## src/rtl/hazard_ctrl_if.sv

```systemverilog
// Bundle of hazard-controller pipeline signals.
// master: pipeline side that reports status and consumes enables/flushes.
// slave:  the hazard controller itself.
interface hazard_ctrl_if #(
    parameter int unsigned REG_W = 5,
    parameter int unsigned CNT_W = 16
);
    // pipeline status seen by the controller
    logic             ihit;
    logic             dhit;
    logic             exmem_dren;
    logic             exmem_dwen;
    logic             idex_dren;
    logic [REG_W-1:0] idex_rt;
    logic [REG_W-1:0] ifid_rs;
    logic [REG_W-1:0] ifid_rt;
    logic             redirect;
    logic             memwb_halt;

    // latch controls and status produced by the controller
    logic             pc_en;
    logic             ifid_en;
    logic             idex_en;
    logic             exmem_en;
    logic             memwb_en;
    logic             ifid_flush;
    logic             idex_flush;
    logic             halted;
    logic [CNT_W-1:0] stall_cnt;
    logic [CNT_W-1:0] flush_cnt;

    modport master (
        output ihit, dhit, exmem_dren, exmem_dwen, idex_dren,
               idex_rt, ifid_rs, ifid_rt, redirect, memwb_halt,
        input  pc_en, ifid_en, idex_en, exmem_en, memwb_en,
               ifid_flush, idex_flush, halted, stall_cnt, flush_cnt
    );

    modport slave (
        input  ihit, dhit, exmem_dren, exmem_dwen, idex_dren,
               idex_rt, ifid_rs, ifid_rt, redirect, memwb_halt,
        output pc_en, ifid_en, idex_en, exmem_en, memwb_en,
               ifid_flush, idex_flush, halted, stall_cnt, flush_cnt
    );
endinterface

```

## src/rtl/hazard_ctrl.sv

```systemverilog
// Hazard and flow controller for the 5-stage pipeline.
// Priority: halted > data-memory freeze > redirect > load-use > fetch miss.
// Controls are combinational from state and inputs; state moves on CLK.
// Optional performance counters are built only when HAZARD_PERF_EN is defined;
// otherwise stall_cnt/flush_cnt are tied to zero.
module hazard_ctrl #(
    parameter int unsigned REG_W = 5,
    parameter int unsigned CNT_W = 16
) (
    input  logic          CLK,
    input  logic          RST,
    hazard_ctrl_if.slave  hz
);

    localparam logic [1:0] RUN        = 2'b00;
    localparam logic [1:0] LOAD_STALL = 2'b01;
    localparam logic [1:0] HALTED     = 2'b10;

    logic [1:0] state_q, state_d;

    logic dmem_busy;
    logic load_use;

    logic pc_en_c, ifid_en_c, idex_en_c, exmem_en_c, memwb_en_c;
    logic ifid_flush_c, idex_flush_c;

    // Data side still waiting on memory, and EX-stage load feeding decode
    assign dmem_busy = (hz.exmem_dren | hz.exmem_dwen) & ~hz.dhit;
    assign load_use  = hz.idex_dren & (hz.idex_rt != REG_W'(0)) &
                       ((hz.idex_rt == hz.ifid_rs) | (hz.idex_rt == hz.ifid_rt));

    // State register; reset returns to RUN from any state
    always_ff @(posedge CLK or posedge RST) begin
        if (RST) begin
            state_q <= RUN;
        end else begin
            state_q <= state_d;
        end
    end

    // Next state and latch controls by fixed priority
    always_comb begin
        state_d      = state_q;
        pc_en_c      = 1'b1;
        ifid_en_c    = 1'b1;
        idex_en_c    = 1'b1;
        exmem_en_c   = 1'b1;
        memwb_en_c   = 1'b1;
        ifid_flush_c = 1'b0;
        idex_flush_c = 1'b0;

        if (RST) begin
            pc_en_c      = 1'b0;
            ifid_en_c    = 1'b0;
            idex_en_c    = 1'b0;
            exmem_en_c   = 1'b0;
            memwb_en_c   = 1'b0;
            ifid_flush_c = 1'b1;
            idex_flush_c = 1'b1;
            state_d      = RUN;
        end else if (state_q == HALTED) begin
            pc_en_c    = 1'b0;
            ifid_en_c  = 1'b0;
            idex_en_c  = 1'b0;
            exmem_en_c = 1'b0;
            memwb_en_c = 1'b0;
        end else if (dmem_busy) begin
            // full freeze keeps a pending LOAD_STALL and defers any halt
            pc_en_c    = 1'b0;
            ifid_en_c  = 1'b0;
            idex_en_c  = 1'b0;
            exmem_en_c = 1'b0;
            memwb_en_c = 1'b0;
        end else begin
            // any unfrozen cycle leaves LOAD_STALL unless a new stall starts
            state_d = RUN;
            if (hz.redirect) begin
                ifid_flush_c = 1'b1;
                idex_flush_c = 1'b1;
            end else if (load_use && (state_q == RUN)) begin
                pc_en_c      = 1'b0;
                ifid_en_c    = 1'b0;
                idex_flush_c = 1'b1;
                state_d      = LOAD_STALL;
            end else if (!hz.ihit) begin
                pc_en_c      = 1'b0;
                ifid_flush_c = 1'b1;
            end

            if (hz.memwb_halt) begin
                memwb_en_c = 1'b0;
                state_d    = HALTED;
            end
        end
    end

    assign hz.pc_en      = pc_en_c;
    assign hz.ifid_en    = ifid_en_c;
    assign hz.idex_en    = idex_en_c;
    assign hz.exmem_en   = exmem_en_c;
    assign hz.memwb_en   = memwb_en_c;
    assign hz.ifid_flush = ifid_flush_c;
    assign hz.idex_flush = idex_flush_c;
    assign hz.halted     = (state_q == HALTED) & ~RST;

`ifdef HAZARD_PERF_EN
    localparam logic [CNT_W-1:0] CNT_MAX = '1;

    logic [CNT_W-1:0] stall_cnt_q, stall_cnt_d;
    logic [CNT_W-1:0] flush_cnt_q, flush_cnt_d;

    // Saturating counts of stalled-PC and flushed-ID/EX cycles, frozen when halted
    always_comb begin
        stall_cnt_d = stall_cnt_q;
        flush_cnt_d = flush_cnt_q;
        if (state_q != HALTED) begin
            if (!pc_en_c && (stall_cnt_q != CNT_MAX)) begin
                stall_cnt_d = stall_cnt_q + CNT_W'(1);
            end
            if (idex_flush_c && (flush_cnt_q != CNT_MAX)) begin
                flush_cnt_d = flush_cnt_q + CNT_W'(1);
            end
        end
    end

    // Counter registers
    always_ff @(posedge CLK or posedge RST) begin
        if (RST) begin
            stall_cnt_q <= '0;
            flush_cnt_q <= '0;
        end else begin
            stall_cnt_q <= stall_cnt_d;
            flush_cnt_q <= flush_cnt_d;
        end
    end

    assign hz.stall_cnt = stall_cnt_q;
    assign hz.flush_cnt = flush_cnt_q;
`else
    assign hz.stall_cnt = CNT_W'(0);
    assign hz.flush_cnt = CNT_W'(0);
`endif

endmodule
```

## src/flat_wrapper.sv

```systemverilog
// flat-port wrapper written by rule: the top's interface ports become plain ports
module hazard_ctrl_flat 
#(
    parameter int unsigned REG_W = 5,
    parameter int unsigned CNT_W = 16
)
  (CLK, RST, hz_ihit, hz_dhit, hz_exmem_dren, hz_exmem_dwen, hz_idex_dren, hz_idex_rt, hz_ifid_rs, hz_ifid_rt, hz_redirect, hz_memwb_halt, hz_pc_en, hz_ifid_en, hz_idex_en, hz_exmem_en, hz_memwb_en, hz_ifid_flush, hz_idex_flush, hz_halted, hz_stall_cnt, hz_flush_cnt);
  hazard_ctrl_if #(.REG_W(REG_W), .CNT_W(CNT_W)) hz_i ();
  input  logic CLK;
  input  logic RST;
  input wire logic [$bits(hz_i.ihit)-1:0] hz_ihit;
  input wire logic [$bits(hz_i.dhit)-1:0] hz_dhit;
  input wire logic [$bits(hz_i.exmem_dren)-1:0] hz_exmem_dren;
  input wire logic [$bits(hz_i.exmem_dwen)-1:0] hz_exmem_dwen;
  input wire logic [$bits(hz_i.idex_dren)-1:0] hz_idex_dren;
  input wire logic [$bits(hz_i.idex_rt)-1:0] hz_idex_rt;
  input wire logic [$bits(hz_i.ifid_rs)-1:0] hz_ifid_rs;
  input wire logic [$bits(hz_i.ifid_rt)-1:0] hz_ifid_rt;
  input wire logic [$bits(hz_i.redirect)-1:0] hz_redirect;
  input wire logic [$bits(hz_i.memwb_halt)-1:0] hz_memwb_halt;
  output wire logic [$bits(hz_i.pc_en)-1:0] hz_pc_en;
  output wire logic [$bits(hz_i.ifid_en)-1:0] hz_ifid_en;
  output wire logic [$bits(hz_i.idex_en)-1:0] hz_idex_en;
  output wire logic [$bits(hz_i.exmem_en)-1:0] hz_exmem_en;
  output wire logic [$bits(hz_i.memwb_en)-1:0] hz_memwb_en;
  output wire logic [$bits(hz_i.ifid_flush)-1:0] hz_ifid_flush;
  output wire logic [$bits(hz_i.idex_flush)-1:0] hz_idex_flush;
  output wire logic [$bits(hz_i.halted)-1:0] hz_halted;
  output wire logic [$bits(hz_i.stall_cnt)-1:0] hz_stall_cnt;
  output wire logic [$bits(hz_i.flush_cnt)-1:0] hz_flush_cnt;
  assign hz_i.ihit = hz_ihit;
  assign hz_i.dhit = hz_dhit;
  assign hz_i.exmem_dren = hz_exmem_dren;
  assign hz_i.exmem_dwen = hz_exmem_dwen;
  assign hz_i.idex_dren = hz_idex_dren;
  assign hz_i.idex_rt = hz_idex_rt;
  assign hz_i.ifid_rs = hz_ifid_rs;
  assign hz_i.ifid_rt = hz_ifid_rt;
  assign hz_i.redirect = hz_redirect;
  assign hz_i.memwb_halt = hz_memwb_halt;
  assign hz_pc_en = hz_i.pc_en;
  assign hz_ifid_en = hz_i.ifid_en;
  assign hz_idex_en = hz_i.idex_en;
  assign hz_exmem_en = hz_i.exmem_en;
  assign hz_memwb_en = hz_i.memwb_en;
  assign hz_ifid_flush = hz_i.ifid_flush;
  assign hz_idex_flush = hz_i.idex_flush;
  assign hz_halted = hz_i.halted;
  assign hz_stall_cnt = hz_i.stall_cnt;
  assign hz_flush_cnt = hz_i.flush_cnt;
  hazard_ctrl #(.REG_W(REG_W), .CNT_W(CNT_W)) u_core (.CLK(CLK), .RST(RST), .hz(hz_i));
endmodule
```

## config.mk

```make
export PLATFORM = sky130hd
export DESIGN_NAME = hazard_ctrl_flat
export DESIGN_NICKNAME = d
export VERILOG_FILES = /design/src/rtl/hazard_ctrl_if.sv /design/src/rtl/hazard_ctrl.sv /design/src/flat_wrapper.sv
export SDC_FILE = /design/constraint.sdc
export NUM_CORES = 1
export LEC_CHECK = 0
export ABC_AREA = 1
export CORE_AREA = 10 10 58 60
export CTS_BUF_LIST = sky130_fd_sc_hd__clkbuf_2 sky130_fd_sc_hd__clkbuf_4 sky130_fd_sc_hd__clkbuf_8
export CTS_CLUSTER_DIAMETER = 100
export DETAILED_ROUTE_END_ITERATION = 12
export DIE_AREA = 0 0 68 70
export PLACE_DENSITY_LB_ADDON = 0.3
export SETUP_SLACK_MARGIN = 0.4
export SYNTH_ARGS = -nofsm -noshare
export SYNTH_HDL_FRONTEND = slang
export SYNTH_SLANG_ARGS = --single-unit
```

## constraint.sdc

```tcl
create_clock -name CLK -period 1.4 [get_ports CLK]
set_input_delay 0.14 -clock CLK [delete_from_list [all_inputs] [get_ports CLK]]
set_output_delay 0.14 -clock CLK [all_outputs]
set_load 0.02 [all_outputs]
```

==> results of run 1 <==
## stage by stage
stage | hold slack [ps] | cell area [µm²]
finish | 295.2 | 1054
global route | 319.2 | 1054
CTS | 267.7 | 982.2
detailed placement | 498.7 | 963.4
global placement | 494.0 | 963.4
floorplan | -93.85 | 780.7
## worst max-delay path by stage
| stage | to | startpoint | cells past startpoint | slack (ps) |
|---|---|---|---|---|
| 2_1_floorplan | hz_pc_en | u_core.state_q[1] | 7 | 200 |
| 3_3_place_gp | hz_idex_flush | hz_idex_rt[1] | 10 | -720 |
| 3_5_place_dp | hz_idex_flush | hz_idex_rt[1] | 10 | -720 |
| 4_1_cts | hz_pc_en | u_core.state_q[1] | 8 | -50 |
| 5_1_grt | hz_ifid_flush | u_core.state_q[1] | 8 | -100 |
| 6_report | hz_ifid_flush | u_core.state_q[1] | 8 | -10 |
## cell usage in the layout (no fill, tap or decap), drive strengths merged, types with 3 or more instances in the layout
cell type	Yosys	routed
buf	33	22
clkbuf	0	6
clkdlybuf4s50	0	6
conb	1	32
dlygate4sd2	0	11
dlymetal6s2s	0	3
inv	21	21
nand2	32	32
nand3	4	4
nor2	16	16
## worst register-to-register path: stages, from the launching register on
cell     delay (ps)
dfrtp_1         370
inv_2            70
nor2_2           30
nor2_2          110
nand2_2          90
buf_6           130
nor2_4          100
buf_6           100
buf_4            90
nand4_1          90
nand2_1          90
## power by group through the flow
stage	combinational [mW]	sequential, mW	clock, mW
2_1_floorplan	0.254	0.0622	0
3_3_place_gp	0.326	0.0623	0
3_5_place_dp	0.328	0.0624	0
4_1_cts	0.324	0.0621	0.142
5_1_grt	0.380	0.0623	0.138
6_report	0.352	0.0622	0.129
## cell families after synthesis
group | count (synthesis)
compound gates | 3
xor+xnor | 2
buf+inv | 54
flops | 2
other cells | 1
simple gates | 55
## layer usage
metal	share of wire, %	vias up
li1	-	372
met1	33	316
met5	0	-
met4	0	0
met3	11	0
met2	56	31
## layout make-up
cell class / instances / area [µm²] / area share, %
Sequential cell: 2 / 50.05 / 4.751
Inverter: 21 / 78.83 / 7.482
Clock buffer: 3 / 22.52 / 2.138
Timing Repair Buffer: 45 / 415.4 / 39.43
Tap cell: 30 / 37.54 / 3.563
Multi-Input combinational cell: 92 / 449.2 / 42.64
## what timing repair did
| item | 4_1_cts | 5_1_grt |
|---|---|---|
| endpoints found under the setup margin | 10 | 10 |
| buffers inserted | 0 | 3 |
| pin swaps | 11 | 15 |
| gates resized for setup | 66 | 23 |
==> qor.yml, run 1 <==
cts:
  cts_tree: "yes"
  clockRootBuffer: "clkbuf_4"
  cts_hold_buf: 0
  clkSinkCount: 2
  cts_buffer_depth: 2
  numCtsBuffers: 3
  clkLatencyLatePin_ps: 220
  clk_pin_slew_ps: 30
  htree_levels: 1
timing:
  setup_viol: 3
  rsz0062_at_grt: "yes"
  report.final.hold_viol_count: 0
  fmax_mhz: 707.1
  fin_crit_ps: 1414
  setup_tns_ps: -16.50
  fin_crit_sh_pct: 101.0
  drv_slew: 0
  layout_setup_ws_ps: -14.24
  clock_skew_ps: 2.453
job:
  max-cap-violations: 0
place:
  numPortBuffers: 31
  place_ws_ps: -715.1
  gp_congestion: 0.7910
  dp.cells: 187
  place_hpwl_mm: 1.738
drt:
  dr_total_vias: 719
  post_drt_via_cell_ratio: 3.725
  wl_per_cell_um: 11.23
  drc: 0
  dr.pass1.iters: 2
  dr.first_iter.drc_count: 22
  antenna_left: 0
  routed_wl_mm: 2.168
grt:
  met1_usage_pct: 6.810
  grt_pass1_wl_mm: 2.932
  busiest_layer: "met2"
  grt_pass1_vias: 698
  grt_max_degree: 5
  gr-usage-all-layers_pct: 7.540
  grtUsageMet2_pct: 13.87
  antenna_found_initial: 0
  grt_overflow: 0
  gr-usage-met3_pct: 3.509
yosys:
  synth_top_family_by_area: "buffers and inverters"
  synth-seq-cells: 2
  syn-cell-area_um2: 641.9
  syn_inst: 117
  ys.warnings.count: 0
  netlist-cell-type-count: 15
  netlist_top_cells_count: "33 x buf_4, 31 x nand2_1, 21 x inv_1"
  synth_top_area_share_pct: 38.60
  synthAdderAreaFrac_pct: 0
  synth-simple-area-share_pct: 35.09
  dominantRegCellSynth: "dfrtp_1"
  synth_seq_area_share_pct: 7.797
  async_flop_share_pct: 100.0
  synth_mux_area_share_pct: 0
  synth_most_common_cell: "buf_4"
  avgSynthCellArea_um2: 5.486
  synth.largest_area_cell: "buf_4"
  synth_edf_count: 0
  synth_compound_area_share_pct: 2.924
  synth_xor_area_share_pct: 2.729
  synth_area_leaders: "buf_4 39%, nand2_1 18%, inv_1 12%"
critical_path:
  arrival_ps: 1270
  r2r-start: "u_core.state_q[1]"
  crit_top_cell: "nor2_2"
  crit_fanout: 2
  r2r_cells: 10
  worstSetupEndpointType: "output pin"
  slowest_stage: "dfrtp_1"
  reg2reg_slack_ps: 60
  r2r-end: "u_core.state_q[0]"
  cpPeakStageDelay_ps: 370
  cp_num_buf_inv: 3
  crit_path_start_kind: "flip-flop"
  path_class: "reg2out"
  critPathRequiredTime_ps: 1260
  path_cells: "inv_2, nor2_2, nor2_2, inv_1, a21oi_2, nand2_2, nand2_1, buf_6"
  cp_top_family: "flip-flops"
pwr:
  p_leak_nw: 0.6561
  max-vdd-ir-drop_uv: 426.4
  p_seq_share_pct: 11.4
  combPwrFrac_pct: 64.8
  p_clk_share_pct: 23.8
  p_switching_mw: 0.2484
  power.density_nw_per_um2: 516.3
  power.total_mw: 0.5439
  switching_share_pct: 45.67
  internal_power_mw: 0.2955
cells_and_area:
  top_register: "u_core.state_q"
  num-nets-final: 189
  largestRegisters: "u_core.state_q: 2 flops"
  largest_reg_flops: 2
  n_antenna_cell: 0
  postLayoutCoreUtil_pct: 44.98
  layout-drive-gt1-share_pct: 29.45
  n_fill_cell: 271
  area_delta_synth_final_pct: 64.13
  instances_no_fill: 193
outcome:
  status: "finished, violations left"
  violations: "setup timing"
floorplan:
  die_x_um: 68
  die_area_um2: 4760
  core_area_um2: 2342
  initial_core_util_pct: 27.40
  placementRows: 18
  die_h_um: 70
  ios: 64
hold_path:
  hold_class: "in2async"
Note: power is estimated with default switching activity, not from simulation.
==> inputs of run 2 (changes only) <==
Settings changed: RECOVER_POWER set to 100.
==> results of run 2 <==
Final layout, timing and power as in run 1 (identical DEF).
==> variant (flow settings as in run 2) <==
`REG_W` is set to 5 in 3 places; all go to 10.
--- a/src/rtl/hazard_ctrl_if.sv
+++ b/src/rtl/hazard_ctrl_if.sv
@@ -2,7 +2,7 @@
 // master: pipeline side that reports status and consumes enables/flushes.
 // slave:  the hazard controller itself.
 interface hazard_ctrl_if #(
-    parameter int unsigned REG_W = 5,
+    parameter int unsigned REG_W = 10,
     parameter int unsigned CNT_W = 16
 );
     // pipeline status seen by the controller
--- a/src/rtl/hazard_ctrl.sv
+++ b/src/rtl/hazard_ctrl.sv
@@ -4,7 +4,7 @@
 // Optional performance counters are built only when HAZARD_PERF_EN is defined;
 // otherwise stall_cnt/flush_cnt are tied to zero.
 module hazard_ctrl #(
-    parameter int unsigned REG_W = 5,
+    parameter int unsigned REG_W = 10,
     parameter int unsigned CNT_W = 16
 ) (
     input  logic          CLK,
--- a/src/flat_wrapper.sv
+++ b/src/flat_wrapper.sv
@@ -1,7 +1,7 @@
 // flat-port wrapper written by rule: the top's interface ports become plain ports
 module hazard_ctrl_flat 
 #(
-    parameter int unsigned REG_W = 5,
+    parameter int unsigned REG_W = 10,
     parameter int unsigned CNT_W = 16
 )
   (CLK, RST, hz_ihit, hz_dhit, hz_exmem_dren, hz_exmem_dwen, hz_idex_dren, hz_idex_rt, hz_ifid_rs, hz_ifid_rt, hz_redirect, hz_memwb_halt, hz_pc_en, hz_ifid_en, hz_idex_en, hz_exmem_en, hz_memwb_en, hz_ifid_flush, hz_idex_flush, hz_halted, hz_stall_cnt, hz_flush_cnt);
Interface: changed (resized hz_idex_rt, hz_ifid_rs and hz_ifid_rt); port bits go from 64 to 79. No check against the original RTL was run, so the function may have changed too.
==> variant against run 2 <==
The flow still finishes with violations (setup timing). Area after synthesis grew 32%. Global-route usage grew 3.2 points. Combinational power increased by 20%. Total power up 13%. Sequential cell count stayed put. Setup slack got worse by 82 ps. Maximum frequency fell by 5.5%. Final cell count increased by 25%. Final area rose by 30%. Wire length increased by 24%. Non-clock buffer count grew 13. Register-to-register slack better by 20 ps. Sequential power grew 1%. Largest power group unchanged.
==> variant: results <==
metrics = {
    "timing": {
        "hold_slack_ps": 393,
        "finalCriticalPeriod_ps": 1500,
        "worst_slack_ps": -96.6,
        "setup_violations": 6,
        "setup_tns_ps": -331,
        "skew_ps": 1.68,
    },
    "finish": {
        "drive_above_1_share_pct": 27.4,
        "nets": 253,
    },
    "placement": {
        "placed_cells": 233,
        "portBuffers": 46,
        "place_ws_ps": -787,
        "place_area_um2": 1280,
        "globalplace.congestion": 0.743,
        "hpwl_mm": 2.42,
    },
    "power": {
        "ir_drop_mv": 0.326,
        "p_leak_nw": 0.795,
        "clock_power_w": 0.000130,
        "p_sw_w": 0.000281,
        "p_int_w": 0.000333,
        "pg_comb_w": 0.000421,
    },
    "detailed_routing": {
        "wirelength_mm": 2.69,
        "viasPerCell": 3.95,
        "wl_met3_um": 266,
        "wire_per_inst_um": 11.1,
        "wl_met1_um": 966,
        "met2_length_mm": 1.46,
        "drt-initial-drc-count": 15,
    },
    "logic_synthesis": {
        "synth_cell_types": 21,
        "synthTopCellsByArea": "buf_4 (29%), nand2_1 (20%), inv_1 (9.3%)",
        "synth_compound_area_share_pct": 4.28,
        "yosysSeqAreaShare_pct": 5.91,
        "synthTopCellsByCount": "nand2_1 (46), buf_4 (33), inv_1 (21)",
        "synthXorXnorAreaFrac_pct": 7.24,
        "syn-instance-count": 153,
    },
    "worst_setup_path": {
        "cp.arrival_ps": 1360,
        "rrSetupSlack_ps": 80,
        "max_stage_delay_ps": 400,
        "crit_path_max_fanout": 3,
    },
    "status": {
        "violations": "setup timing",
        "outcome": "finished with violations",
    },
    "clock_network": {
        "cts_buffers": 3,
        "cts_max_level": 1,
        "cts_setup_buffers": 5,
        "ctsResizeCount": 87,
        "cts_root_buf": "clkbuf_4",
    },
    "global_route": {
        "met1_usage_pct": 10.7,
        "use_met2_pct": 20.1,
        "first_global_vias": 1047,
        "grt_max_degree": 5,
        "grt_pass1_wl_mm": 4.31,
        "gr-usage-all-layers_pct": 10.7,
    },
}
## variant: cells by family (layout without fill, tap and decap cells)
kind of cell | after synthesis | in the layout
other cells | 1 | 32
flops | 2 | 2
xor+xnor | 7 | 7
simple gates | 77 | 77
compound gates | 5 | 5
buf+inv | 61 | 89
## variant: worst paths after layout
kind                                    from           endpoint  cells past startpoint
setup / recovery           u_core.state_q[1]      hz_ifid_flush                      7
hold / removal                           RST  u_core.state_q[1]                      3
setup reg to reg           u_core.state_q[1]  u_core.state_q[1]                      8
hold reg to reg            u_core.state_q[1]  u_core.state_q[1]                      1
max in group asynchronous                RST  u_core.state_q[0]                      3
min in group CLK               hz_idex_rt[5]  u_core.state_q[0]                      8
## variant: area by class of cell
| cell class | instances | area (µm²) |
|---|---|---|
| timing repair buffer | 58 | 514 |
| multi-input combinational | 121 | 638 |
| fill | 258 | 975 |
| inverter | 28 | 105 |
| sequential | 2 | 50.0 |
| tap | 30 | 37.5 |
| clock buffer | 3 | 22.5 |
